### src/rtl/bus_key_pkg.sv
// Shared types and helpers for the bus key sequencer: FSM state encoding,
// nibble width and a masked-parity reduction used by the LFSR and response logic.
package bus_key_pkg;

    typedef enum logic [1:0] {
        LOCKED   = 2'd0,
        MATCH    = 2'd1,
        UNLOCKED = 2'd2
    } bus_key_state_e;

    localparam int NIB_W = 4;
    localparam int PAR_W = 16;

    // Callers zero-extend narrower vectors to PAR_W before calling.
    function automatic logic parity_masked(input logic [PAR_W-1:0] vec,
                                           input logic [PAR_W-1:0] mask);
        return ^(vec & mask);
    endfunction

endpackage

### src/rtl/bus_key_lfsr.sv
// Fibonacci LFSR: shifts left with masked-parity feedback into bit 0.
// clear has priority over load (SEED), which has priority over step.
module bus_key_lfsr
    import bus_key_pkg::*;
#(
    parameter int                 STATE_W = 6,
    parameter logic [STATE_W-1:0] TAPS    = 6'h21,
    parameter logic [STATE_W-1:0] SEED    = 6'h2D
) (
    input  logic               clk,
    input  logic               rst_n,
    input  logic               clear,
    input  logic               load,
    input  logic               step,
    output logic [STATE_W-1:0] q
);

    logic feedback;

    assign feedback = parity_masked(PAR_W'(q), PAR_W'(TAPS));

    always_ff @(posedge clk or negedge rst_n) begin
        if (!rst_n) begin
            q <= '0;
        end else if (clear) begin
            q <= '0;
        end else if (load) begin
            q <= SEED;
        end else if (step) begin
            q <= {q[STATE_W-2:0], feedback};
        end
    end

endmodule

### src/rtl/bus_key_sequencer.sv
// Bus-snooping key/response sequencer: a nibble sequence read in the address window
// unlocks an LFSR that answers each window read. Optional idle relock: BUS_KEY_TIMEOUT_EN.
module bus_key_sequencer
    import bus_key_pkg::*;
#(
    parameter int                          ADDR_W     = 14,
    parameter logic [ADDR_W-1:0]           WIN_BASE   = 14'h1000,
    parameter logic [ADDR_W-1:0]           WIN_MASK   = 14'h3000,
    parameter int                          NIB_LSB    = 4,
    parameter int                          SEQ_LEN    = 4,
    parameter logic [31:0]                 KEY_SEQ    = 32'h0000_A52C,
    parameter logic [3:0]                  RELOCK_NIB = 4'hF,
    parameter int                          STATE_W    = 6,
    parameter logic [STATE_W-1:0]          TAPS       = 6'h21,
    parameter logic [STATE_W-1:0]          SEED       = 6'h2D,
    parameter int                          DATA_W     = 2,
    parameter logic [DATA_W*STATE_W-1:0]   RESP_MASK  = 12'h8A5,
    parameter int                          TIMEOUT    = 255
) (
    input  logic               clk,
    input  logic               rst_n,
    input  logic [ADDR_W-1:0]  bus_addr,
    input  logic               bus_rw,
    input  logic               bus_sel_n,
    input  logic               bus_strobe,
    output logic [DATA_W-1:0]  rd_data,
    output logic               rd_oe,
    output logic               unlocked,
    output logic [STATE_W-1:0] lfsr_q,
    output logic [1:0]         state_dbg
);

    localparam int IDX_W = 3;

    bus_key_state_e   state_q, state_d;
    logic [IDX_W-1:0] idx_q, idx_d;
    logic [NIB_W-1:0] nib;
    logic [NIB_W-1:0] key_cur;
    logic [NIB_W-1:0] key_first;
    logic             win_hit;
    logic             acc;
    logic             timeout_hit;
    logic             lfsr_clear, lfsr_load, lfsr_step;

    assign nib       = bus_addr[NIB_LSB +: NIB_W];
    assign key_cur   = KEY_SEQ[{idx_q, 2'b00} +: NIB_W];
    assign key_first = KEY_SEQ[NIB_W-1:0];
    assign win_hit   = (bus_addr & WIN_MASK) == WIN_BASE;
    assign acc       = bus_strobe & ~bus_sel_n & bus_rw & win_hit;

`ifdef BUS_KEY_TIMEOUT_EN
    localparam int CNT_W = $clog2(TIMEOUT + 1);
    logic [CNT_W-1:0] idle_q;

    // Cleared by every qualified access; saturates at TIMEOUT.
    always_ff @(posedge clk or negedge rst_n) begin
        if (!rst_n) begin
            idle_q <= '0;
        end else if (acc) begin
            idle_q <= '0;
        end else if (idle_q != CNT_W'(TIMEOUT)) begin
            idle_q <= idle_q + 1'b1;
        end
    end

    assign timeout_hit = !acc && (idle_q == CNT_W'(TIMEOUT)) && (state_q != LOCKED);
`else
    assign timeout_hit = 1'b0;
`endif

    always_ff @(posedge clk or negedge rst_n) begin
        if (!rst_n) begin
            state_q <= LOCKED;
            idx_q   <= '0;
        end else begin
            state_q <= state_d;
            idx_q   <= idx_d;
        end
    end

    always_comb begin
        state_d    = state_q;
        idx_d      = idx_q;
        lfsr_clear = 1'b0;
        lfsr_load  = 1'b0;
        lfsr_step  = 1'b0;
        case (state_q)
            LOCKED: begin
                if (acc && (nib == key_first)) begin
                    if (SEQ_LEN == 1) begin
                        state_d   = UNLOCKED;
                        idx_d     = '0;
                        lfsr_load = 1'b1;
                    end else begin
                        state_d = MATCH;
                        idx_d   = IDX_W'(1);
                    end
                end
            end
            MATCH: begin
                if (acc) begin
                    if (nib == key_cur) begin
                        if (idx_q == IDX_W'(SEQ_LEN - 1)) begin
                            state_d   = UNLOCKED;
                            idx_d     = '0;
                            lfsr_load = 1'b1;
                        end else begin
                            idx_d = idx_q + 1'b1;
                        end
                    end else if (nib == key_first) begin
                        // A wrong nibble that is itself the first key nibble restarts the match.
                        idx_d = IDX_W'(1);
                    end else begin
                        state_d = LOCKED;
                        idx_d   = '0;
                    end
                end
            end
            UNLOCKED: begin
                if (acc) begin
                    if (nib == RELOCK_NIB) begin
                        state_d    = LOCKED;
                        idx_d      = '0;
                        lfsr_clear = 1'b1;
                    end else if (lfsr_q == '0) begin
                        lfsr_load = 1'b1;
                    end else begin
                        lfsr_step = 1'b1;
                    end
                end
            end
            default: begin
                state_d = LOCKED;
                idx_d   = '0;
            end
        endcase
        if (timeout_hit) begin
            state_d    = LOCKED;
            idx_d      = '0;
            lfsr_clear = 1'b1;
            lfsr_load  = 1'b0;
            lfsr_step  = 1'b0;
        end
    end

    bus_key_lfsr #(
        .STATE_W (STATE_W),
        .TAPS    (TAPS),
        .SEED    (SEED)
    ) u_lfsr (
        .clk   (clk),
        .rst_n (rst_n),
        .clear (lfsr_clear),
        .load  (lfsr_load),
        .step  (lfsr_step),
        .q     (lfsr_q)
    );

    assign unlocked  = (state_q == UNLOCKED);
    assign state_dbg = state_q;
    // The relocking access itself does not drive the bus.
    assign rd_oe     = acc & unlocked & (nib != RELOCK_NIB);

    always_comb begin
        rd_data = '0;
        for (int i = 0; i < DATA_W; i++) begin
            rd_data[i] = rd_oe & parity_masked(PAR_W'(lfsr_q),
                                               PAR_W'(RESP_MASK[i*STATE_W +: STATE_W]));
        end
    end

endmodule

### config.mk
export PLATFORM = sky130hd
export DESIGN_NAME = bus_key_sequencer
export DESIGN_NICKNAME = d
export VERILOG_FILES = /design/src/rtl/bus_key_pkg.sv /design/src/rtl/bus_key_lfsr.sv /design/src/rtl/bus_key_sequencer.sv
export SDC_FILE = /design/constraint.sdc
export NUM_CORES = 1
export LEC_CHECK = 0
export ABC_AREA = 1
export CORE_ASPECT_RATIO = 1.25
export CORE_UTILIZATION = 45
export CTS_CLUSTER_DIAMETER = 40
export DETAILED_ROUTE_END_ITERATION = 6
export PLACE_DENSITY_LB_ADDON = 0.05
export SETUP_SLACK_MARGIN = 0.3
export SYNTH_ARGS = -nofsm -noshare
export SYNTH_HDL_FRONTEND = slang
export SYNTH_SLANG_ARGS = --single-unit
### constraint.sdc
create_clock -name clk -period 1.8 [get_ports clk]
set_input_delay 0.36 -clock clk [delete_from_list [all_inputs] [get_ports clk]]
set_output_delay 0.36 -clock clk [all_outputs]
set_load 0.05 [all_outputs]
# Yosys cells after proc, flatten, opt, wreduce, memory -nomap -nowiden
# Index checks and enable logic that the tools add are counted.
# classes
add_sub_neg	1
eq_ne	14
shift	1
n_mux	33
bitwise_logic	8
n_reduce_logical	9
# ops
operator	n
$reduce_xor 16->1	3
$shiftx 32x6->4 const A	1
$mux 3	6
$mux 6	3
$mux 1	14
$mux 2	7
$pmux 3 s3	1
$eq 4x4->1 const B	2
$and 1x1->1	7
$logic_not 6->1	1
$ne 3x3->1 const B	2
$pmux 2 s3	1
$reduce_and 6->1	1
$eq 2x1->1 const B	2
$eq 4x4->1	1
$ne 2x1->1 const B	2
$ne 2x2->1 const B	2
$ne 4x4->1 const B	1
$reduce_and 4->1	1
$add 3x1->3 const B	1
$eq 3x2->1 const B	1
$reduce_bool 3->1	1
$eq 2x2->1 const B	1
$logic_not 2->1	1
3 further kinds	3
# word_totals
register_bits	11
wordCells	69

# Depth between registers and ports, before layout
# Gate-level depths: netlist of run 1.
# logic_depth
depth_word	9
ltp_mapped	14
mapped_depth_nobuf	14

# Hierarchy
# From an unflattened synthesis of run 1, not the netlist that was laid out.
# hier_totals
hier_cells	152
area_unflattened_um2	1014.7
# by_module_without_submodules
mod	instances	cells_per_inst	area_per_inst_um2	seq_area_each_um2
bus_key_sequencer	1	116	720.7	125.1
bus_key_lfsr	1	36	294.0	150.1

# Least setup slack after synthesis of run 1
# Ideal clock, no wire load.
# synth_path
path_type	reg-to-output
startpoint	register state_q[1] (netlist: state_dbg[1])
endpoint	output port rd_data[1]
t_arrival_ns	2.685
setup_slack_ns	-1.245
stages_incl_launch_ff	8
cell_sequence	dfrtp_1 ha_1 inv_2 nor2_1 nand2_2 inv_1 nand2_1 nor2_1
# synth_via
elab_chain_cells	4
# synth_rtl
element	line	text
from (decl)	bus_key_sequencer.sv:35	bus_key_state_e state_q, state_d;
from (signal assigned)	bus_key_sequencer.sv:76	state_q <= state_d;
$eq 2x2->1	bus_key_sequencer.sv:159	assign unlocked = (state_q == UNLOCKED);
named net unlocked	bus_key_sequencer.sv:28	output logic unlocked,
$and 1x1->1 (2 in series)	bus_key_sequencer.sv:162	assign rd_oe = acc & unlocked & (nib != RELOCK_NIB);
named net rd_oe	bus_key_sequencer.sv:27	output logic rd_oe,
$and 1x1->1	bus_key_sequencer.sv:167	rd_data[i] = rd_oe & parity_masked(PAR_W'(lfsr_q),
to (decl)	bus_key_sequencer.sv:26	output logic [DATA_W-1:0] rd_data,
# The timed path passes the listed nets, and every way through them passes these cells.

# Worst setup path in the final report of run 1
# layout_path
startpoint	register state_q[0] (netlist: state_dbg[0])
endpoint	output port rd_data[0]
# layout_via
elab_chain_cells	4
# layout_rtl
element	line
$eq 2x2->1	bus_key_sequencer.sv:159
$and 1x1->1 (2 in series)	bus_key_sequencer.sv:162
$and 1x1->1	bus_key_sequencer.sv:167
# Every way passes these cells.

==> impl_metrics.py, run 1 <==
metrics = {
    "detailed_routing": {
        "wire_per_inst_um": 13.1,
        "routed_via_density": 5.21,
        "detail-route-antenna-nets": 0,
        "dr.max_layer_used": "met4",
        "wl_met1_mm": 1.05,
        "route.detailed.drc": 0,
        "drt_iter0_drc": 11,
        "wl_met2_mm": 1.56,
        "wirelength_mm": 2.73,
        "vias": 1083,
        "routed-wl-met3_um": 86,
        "dr.pass1.iters": 4,
    },
    "power_and_ir_drop": {
        "p_sw_mw": 0.879,
        "intPower_mw": 0.997,
        "p_clk_share_pct": 8.7,
        "p_comb_share_pct": 71.5,
        "seqPwrFrac_pct": 19.8,
        "vdd_drop_max_mv": 1.23,
        "swShare_pct": 46.9,
        "leakagePower_nw": 0.824,
        "powerDensity_mw_per_mm2": 1150,
    },
    "setup_path": {
        "path_max_fanout": 2,
        "setup.worst_path.class": "reg -> out",
        "r2r-end": "idx_q[2]",
        "r2r_start": "idx_q[1]",
        "cp_data_required_time_ns": 1.44,
        "r2r_slack_ns": 0.07,
        "cp_cell_sequence": "inv_2 > ha_4 > inv_4 > nor2_4 > nand2_4 > buf_6 > nor2_4 > buf_12",
        "rr_worst_depth": 10,
        "cp_slowest_cell": "dfrtp_2",
        "crit_top_cell": "nor2_4",
        "worstPathArrival_ns": 1.48,
        "start_kind": "register",
        "cpPeakStageDelay_ns": 0.41,
        "worstSetupEndpointType": "output port",
    },
    "min_path": {
        "hold_class": "in -> async",
    },
    "cells_and_area": {
        "finalNetCount": 214,
        "fin_util_pct": 82.2,
        "drive_above_1_share_pct": 53.7,
        "antenna_cells": 0,
        "area_growth_pct": 71.8,
    },
    "synthesis": {
        "syn-cell-area_sq_um": 948,
        "synth.area.mux_share_pct": 0,
        "synthAdderAreaFrac_pct": 7.92,
        "ys_seq_area_share_pct": 29.0,
        "synth_top_cell_by_area": "dfrtp_1",
        "ys_types": 22,
        "synth-simple-area-share_pct": 44.5,
        "synth_compound_area_share_pct": 8.05,
        "avgSynthCellArea_sq_um": 7.24,
        "syn-num-nets": 156,
        "syn-instance-count": 131,
        "synth.area.top_cells": "dfrtp_1 (29%), nand2_1 (13%), ha_1 (7.9%), inv_1 (7.1%), nand3_1 (6.3%)",
        "ys_ff_latch": 11,
        "synthXorXnorAreaFrac_pct": 1.85,
        "yosysWarnings": 0,
        "synth_top_area_share_pct": 29.0,
        "synth_top_family_by_area": "simple AND/OR/NAND/NOR gates",
    },
    "global_routing": {
        "grt_first_pass_wirelength_mm": 4.14,
        "grt_start_max_net_pins": 12,
        "grt-ovfl-total": 0,
        "antenna_found_initial": 0,
        "first_global_vias": 971,
        "track_usage_pct": 24.0,
    },
    "sta": {
        "worst_slack_ns": -0.0417,
        "finalSetupTns_ns": -0.0759,
        "rsz0062_at_grt": "true",
        "layout_min_cycle_time_ns": 1.84,
        "holdWs_ns": 0.438,
        "tightest_slew_ns": 0.525,
        "drv_slew": 0,
        "clock.fmax_mhz": 543,
        "min_period_over_period_pct": 102,
        "max-slew-margin-rel_pct": 64.9,
        "hold_violations": 0,
        "clock_skew_ns": 0.00688,
        "setup_viol": 2,
    },
    "placement": {
        "routabilityCongestion": 0.819,
        "io_buffers": 22,
        "pre_cts_ws_ns": -0.199,
        "dpl.hpwl_mm": 1.83,
    },
    "clocking": {
        "clkLatencyLatePin_ns": 0.26,
        "cts-root-buf": "clkbuf_4",
        "cts-hold-fix-buffers": 0,
        "clock-sinks": 11,
        "clk_pin_slew_ns": 0.07,
        "cts_made_buffers": 3,
        "h-tree-depth": 1,
        "clockBufferDepth": 2,
        "tritoncts": "yes",
    },
    "die": {
        "die_h_um": 53.3,
        "core-area_sq_mm": 0.00198,
        "fp.dieW_um": 43.1,
        "die_area_sq_mm": 0.00230,
        "rows": 18,
        "ioPinCount": 31,
        "start_util_pct": 47.9,
    },
    "run": {
        "cap_viol_max_count": 0,
    },
    "status": {
        "violations": "negative setup slack",
        "run_status": "finished with violations",
    },
}
## cell type report
| type | count | area [sq um] |
|---|---|---|
| repair buffers | 53 | 472 |
| flip-flops and latches | 11 | 282 |
| multi-input cells | 98 | 736 |
| inverters | 22 | 88.8 |
| fillers | 127 | 353 |
| clock buffers | 4 | 26.3 |
| well taps | 20 | 25.0 |
## worst max path at each step
stage                       to  slack, ns  cells after the start    startpoint
finish              rd_data[0]      -0.04                      8  state_dbg[0]
global route        rd_data[1]      -0.13                      9  state_dbg[0]
CTS                 rd_data[1]      -0.05                      9  state_dbg[0]
detailed placement  rd_data[0]      -0.20                      7        bus_rw
global placement    rd_data[0]      -0.17                      7  bus_addr[12]
floorplan           rd_data[1]      -0.33                      8  state_dbg[0]
## flip-flops by register name, summed over array words and instances, names as in the netlist
signal     flops
state_dbg      2
idx_q          3
u_lfsr.q       6
## worst max-delay path, delay by kind of cell (launching register included)
family,cells,cell delay [ns]
buffers and inverters,4,0.39
flip-flops,1,0.41
adder cells (fa/ha/maj),1,0.14
AND/OR/NAND/NOR,3,0.28
## metal layers
layer  vias up  GRT usage [%]
met3         4           5.46
met4         0           1.52
met2        27           49.2
met1       513           25.4
li1        539              -
met5         -              0
## cells by family (layout without fill, tap and decap cells)
group,count (synthesis),count (layout)
AO/OA/AOI/OAI,13,13
XOR/XNOR,2,2
adder cells (fa/ha/maj),6,6
buffers and inverters,22,79
flip-flops,11,11
AND/OR/NAND/NOR,77,77
## cell usage after synthesis
cell,n
nand2_1,34
inv_1,18
nand3_1,12
dfrtp_1,11
nor2_1,9
ha_1,6
nand2_2,5
nand4_1,5
nor2_4,5
a21oi_1,4
inv_2,4
a22oi_1,3
nand2_4,2
nand3_2,2
nor3_4,2
o21ai_0,2
o21ai_1,2
nor2_2,1
o21a_1,1
o22ai_1,1
xnor2_1,1
xor2_1,1
## placed cells by master, fill, tap and decap left out, types with 2 or more instances in the layout
master,n
buf_6,3
inv_1,13
nor3_4,2
nand2_2,8
nand3_2,4
nand2_1,29
buf_4,36
ha_4,3
a22oi_2,2
nor2_2,2
o21ai_2,2
nor2_4,10
dlygate4sd2_1,8
a21oi_2,3
buf_12,3
ha_1,3
nand4_1,5
clkbuf_4,3
nand3_1,10
dfrtp_2,5
nand2_4,4
nor2_1,3
inv_2,7
dfrtp_1,6
## power by group through the flow
stage / sequential, mW / clock, mW / combinational, mW
after CTS: 0.364 / 0.171 / 1.13
after global routing: 0.375 / 0.179 / 1.46
final: 0.371 / 0.163 / 1.34
after detailed placement: 0.376 / 0 / 0.893
after global placement: 0.371 / 0 / 0.874
after floorplan: 0.445 / 0 / 0.611
## repair_timing
item | in CTS | in global routing
resized for setup | 26 | 16
endpoints found under the setup margin | 15 | 15
endpoints found under the hold margin | 0 | 0
cloned | 0 | 0
pin swaps | 15 | 13
buffers inserted | 15 | 8
## through the flow
stage	power (mW)	area [sq um]	instances
2_1_floorplan	1.06	1000	131
3_3_place_gp	1.25	1320	181
3_5_place_dp	1.27	1320	181
4_1_cts	1.67	1520	200
5_1_grt	2.02	1630	208
6_report	1.88	1630	208
Note: power is estimated with default switching activity, not from simulation.
==> run 2, diff against run 1 <==
--- a/config.mk
+++ b/config.mk
@@ -10,7 +10,7 @@
 export CORE_UTILIZATION = 45
 export CTS_CLUSTER_DIAMETER = 40
 export DETAILED_ROUTE_END_ITERATION = 6
-export PLACE_DENSITY_LB_ADDON = 0.05
+export PLACE_DENSITY = 0.88
 export SETUP_SLACK_MARGIN = 0.3
 export SYNTH_ARGS = -nofsm -noshare
 export SYNTH_HDL_FRONTEND = slang
==> run 2 against run 1 <==
The flow still finishes with violations (negative setup slack). Sequential cell count unchanged. Die area unchanged. Non-clock buffer count fell by 6. Clock skew shrank 0.0057 ns. Largest power group unchanged. Design area is 1.8% lower. Via count grew 3.5%.
==> impl_metrics.py, run 2 (synthesis gave the netlist of run 1 again) <==
metrics = {
    "status": {
        "run_status": "finished with violations",
        "violations": "negative setup slack",
    },
    "clocking": {
        "clock-sinks": 11,
        "tritoncts": "yes",
        "clockBufferDepth": 2,
        "clk_pin_slew_ns": 0.07,
        "cts-hold-fix-buffers": 0,
        "clkLatencyLatePin_ns": 0.27,
        "h-tree-depth": 1,
        "cts-root-buf": "clkbuf_4",
        "cts_made_buffers": 3,
    },
    "setup_path": {
        "worstPathArrival_ns": 1.51,
        "cpPeakStageDelay_ns": 0.42,
        "start_kind": "register",
        "worstSetupEndpointType": "output port",
        "path_max_fanout": 2,
        "r2r_slack_ns": 0.01,
        "cp_slowest_cell": "dfrtp_2",
        "r2r_start": "idx_q[1]",
        "r2r-end": "u_lfsr.q[2]",
        "setup.worst_path.class": "reg -> out",
        "rr_worst_depth": 11,
        "cp_cell_sequence": "inv_2 > ha_4 > inv_4 > nor2_4 > nand2_2 > clkinvlp_4 > nand2_2 > nor2_4 > buf_12",
        "cp_data_required_time_ns": 1.44,
    },
    "sta": {
        "min_period_over_period_pct": 104,
        "setup_viol": 3,
        "layout_min_cycle_time_ns": 1.87,
        "max-slew-margin-rel_pct": 64.0,
        "tightest_slew_ns": 0.539,
        "clock_skew_ns": 0.00123,
        "drv_slew": 0,
        "clock.fmax_mhz": 533,
        "hold_violations": 0,
        "holdWs_ns": 0.434,
        "worst_slack_ns": -0.0748,
        "rsz0062_at_grt": "true",
    },
    "power_and_ir_drop": {
        "p_comb_share_pct": 70.6,
        "swShare_pct": 49.5,
        "seqPwrFrac_pct": 20.0,
        "p_sw_mw": 0.914,
        "leakagePower_nw": 0.792,
        "powerDensity_mw_per_mm2": 1150,
        "p_clk_share_pct": 9.4,
        "vdd_drop_max_mv": 0.950,
        "intPower_mw": 0.933,
    },
    "detailed_routing": {
        "dr.pass1.iters": 4,
        "vias": 1121,
        "routed_via_density": 5.55,
        "detail-route-antenna-nets": 0,
        "wirelength_mm": 3.20,
        "drt_iter0_drc": 38,
        "wire_per_inst_um": 15.9,
        "route.detailed.drc": 0,
    },
    "global_routing": {
        "grt-ovfl-total": 0,
        "grt_start_max_net_pins": 12,
        "track_usage_pct": 25.3,
        "grt_first_pass_wirelength_mm": 4.22,
        "first_global_vias": 1030,
        "antenna_found_initial": 0,
    },
    "cells_and_area": {
        "antenna_cells": 0,
        "area_growth_pct": 68.7,
        "drive_above_1_share_pct": 50.0,
        "finalNetCount": 208,
        "stdcell_area_sq_mm": 0.00160,
        "fin_util_pct": 80.7,
        "most-common-layout-cells": "nand2_1 (29), buf_4 (27), inv_1 (13), nand3_1 (11), nor2_4 (10)",
        "regMostFlops": "u_lfsr.q",
        "mostFrequentLayoutCell": "nand2_1",
        "largest_register_ffs": 6,
    },
    "die": {
        "rows": 18,
        "die_h_um": 53.3,
        "core-area_sq_mm": 0.00198,
        "fp.dieW_um": 43.1,
        "die_area_sq_mm": 0.00230,
        "start_util_pct": 47.9,
        "ioPinCount": 31,
    },
    "placement": {
        "postPlaceCellArea_sq_mm": 0.00132,
        "io_buffers": 22,
        "pre_cts_ws_ns": -0.233,
        "routabilityCongestion": 0.851,
        "dpl.hpwl_mm": 1.72,
    },
    "run": {
        "cap_viol_max_count": 0,
    },
    "min_path": {
        "hold_class": "in -> async",
    },
}
## run 2: changes by cell type in the layout (fill, tap and decap cells not counted), sizes merged
cell          change
dlymetal6s2s      -1
dlygate4sd2       +1
buf               -6
## run 2: cell type report
cell class	instances	area [sq um]
Tap cell	20	25.0
Sequential cell	11	280
Timing Repair Buffer	47	443
Clock buffer	4	26.3
Inverter	22	91.3
Multi-Input combinational cell	98	734
Fill cell	110	382
## run 2: power by group through the flow
stage,clock [mW],sequential (mW),combinational (mW)
after global routing,0.189,0.379,1.40
final,0.173,0.370,1.30
after floorplan,0,0.445,0.611
after CTS,0.173,0.356,1.08
after global placement,0,0.369,0.862
after detailed placement,0,0.371,0.897
## run 2: how the worst max path moves through the flow
| stage | from | end | slack (ns) | cells past startpoint |
|---|---|---|---|---|
| final | state_dbg[0] | rd_data[1] | -0.07 | 9 |
| after global routing | state_dbg[0] | rd_data[1] | -0.17 | 9 |
| after CTS | state_dbg[0] | rd_data[1] | -0.06 | 9 |
| after detailed placement | bus_addr[6] | rd_data[1] | -0.23 | 9 |
| after global placement | bus_addr[7] | rd_data[1] | -0.18 | 9 |
| after floorplan | state_dbg[0] | rd_data[1] | -0.33 | 8 |
## run 2: worst max-delay path, delay by kind of cell, from the launching register on
kind | cells | cell delay, ns
buf+inv | 4 | 0.35
flops | 1 | 0.42
simple gates | 4 | 0.34
fa+ha+maj | 1 | 0.15
## run 2: layer usage
metal | global-route usage, % | up-vias | part of all wire, %
met4 | 17.7 | 0 | 2.3
met1 | 28.7 | 542 | 40
met5 | 0 | - | 0
met2 | 44.7 | 52 | 52
li1 | - | 520 | -
met3 | 1.71 | 7 | 4.9
## run 2: timing repair
item                       in CTS  in global routing
setup endpoints to repair      15                 15
setup buffers                  13                  4
pin swaps                      16                 11
hold endpoints to repair        0                  0
gates resized for setup        32                 11
## run 2: metrics by stage
step | TNS (ns) | power, mW | std cells
2_1_floorplan | -0.497 | 1.06 | 131
3_3_place_gp | -0.626 | 1.23 | 181
3_5_place_dp | -1.23 | 1.27 | 181
4_1_cts | -0.128 | 1.61 | 198
5_1_grt | -0.599 | 1.97 | 202
6_report | -0.158 | 1.85 | 202
==> RTL change (settings of run 2) <==
The option `BUS_KEY_TIMEOUT_EN` is turned on by a define.
--- a/src/rtl/bus_key_sequencer.sv
+++ b/src/rtl/bus_key_sequencer.sv
@@ -1,4 +1,6 @@
 // Bus-snooping key/response sequencer: a nibble sequence read in the address window
 // unlocks an LFSR that answers each window read. Optional idle relock: BUS_KEY_TIMEOUT_EN.
+`define BUS_KEY_TIMEOUT_EN
+
 module bus_key_sequencer
     import bus_key_pkg::*;
Formal check against the unedited RTL: no difference found for any inputs over 10 cycles, from zero or initial values and one cycle with rst_n low; that may be too few to reach the edited logic, so the function may still have changed.
==> RTL change against run 2 <==
- the flow still finishes with violations (setup timing)
- sequential cell count is 8 higher
- cell area grew 44%
- clock skew about the same
- synthesized area rose by 43%
- routed wire length up 62%
- power up 57%
- global-route usage down 1.1 points
- register-to-register slack worse by 0.09 ns
- via count up 49%
- setup slack lost 0.12 ns
- critical path depth shrank 2
- critical endpoint unchanged
- largest power group unchanged
==> RTL change: results (changes against run 2) <==
The number of antenna violations at the first check in global routing was 1 (+1). The checks that failed: setup timing. The net switching component of the power was 1.49 mW (+63%). The run gives 0.917 (+7.8%) as the routability congestion estimate. The logs give 10 (+7) for the final setup violation count and 5.18 mm (+62%) for the total wire length.

The setup skew after layout came out at 0.00158 ns (+0.000353 ns). The tools report the sequential logic power as 781 uW (+110%). For the minimum setup slack in the final design, the log shows -0.194 ns (-0.119 ns). The flow ran to the end, but the final reports show violations. Fraction of the yosys area taken by sequential cells: 0.350 (+0.0597). The synthesized netlist net count is 210 (+35%). The logic depth of the worst register-to-register path is 9 (-2).

The run gives 0.825 (+0.0173) as the core occupancy in the finished layout. The leakage power is 1.14 nW (+44%). The average wire per standard cell was 18.2 um (+15%); the total routing usage reported by global routing was 0.242 (-0.0110). The tools report the via count of the first global-routing pass as 1494 (+45%). The DRC violation total after the first TritonRoute iteration was 85 (+120%); the cell area after placement was 0.00179 mm2 (+36%). The run gives 0.30 ns (+0.03 ns) as the insertion delay of the later-clocked pin in the worst-skew pair. The total number of vias is 1667 (+49%), and the HPWL after detailed placement is 2.28 mm (+33%). Combinational logic power: 1.90 mW (+46%). The number of filler instances in the final layout is 127 (+15%).
==> RTL change: area by class of cell <==
class                           instances  share of cell area
Timing Repair Buffer                   62               0.250
Tap cell                               34              0.0185
Clock inverter                          1             0.00218
Inverter                               37              0.0637
Antenna cell                            1             0.00109
Sequential cell                        19               0.208
Clock buffer                            3             0.00980
Multi-Input combinational cell        128               0.447
==> RTL change: how the worst max path moves through the flow <==
stage / startpoint / endpoint / slack, ns / depth (start not counted)
4_1_cts: state_dbg[0] / rd_data[1] / -0.11 / 7
3_3_place_gp: bus_addr[7] / state_dbg[0] / -0.22 / 8
5_1_grt: state_dbg[0] / rd_data[1] / -0.24 / 7
3_5_place_dp: bus_addr[6] / state_dbg[1] / -0.25 / 8
6_report: state_dbg[0] / rd_data[1] / -0.19 / 7
2_1_floorplan: state_dbg[0] / rd_data[1] / -0.23 / 6
==> RTL change: what timing repair did <==
action / CTS / global route
gates cloned: 1 / 0
resized for setup: 27 / 52
hold buffers: 0 / 0
setup buffers: 13 / 11
pin swaps: 13 / 17
setup endpoints to repair: 19 / 22
==> RTL change: per-layer routing <==
layer / track usage / share of wire / routed length [um] / vias up
met5: 0 / 0 / 0 / -
met4: 0.0868 / 0.059 / 308 / 0
met3: 0.0314 / 0.049 / 254 / 41
met2: 0.462 / 0.52 / 2700 / 97
met1: 0.258 / 0.37 / 1920 / 799
li1: - / - / - / 730
==> RTL change: cell families (layout without fill, tap and decap cells) <==
logic type      after synthesis  after routing  share of synthesized area
xor+xnor                      3              3                     0.0193
flops                        19             19                      0.350
simple gates                 96             97                      0.366
fa+ha+maj                     7              7                     0.0645
buf+inv                      38            103                      0.110
other cells                   0              1                          0
compound gates               21             21                     0.0893
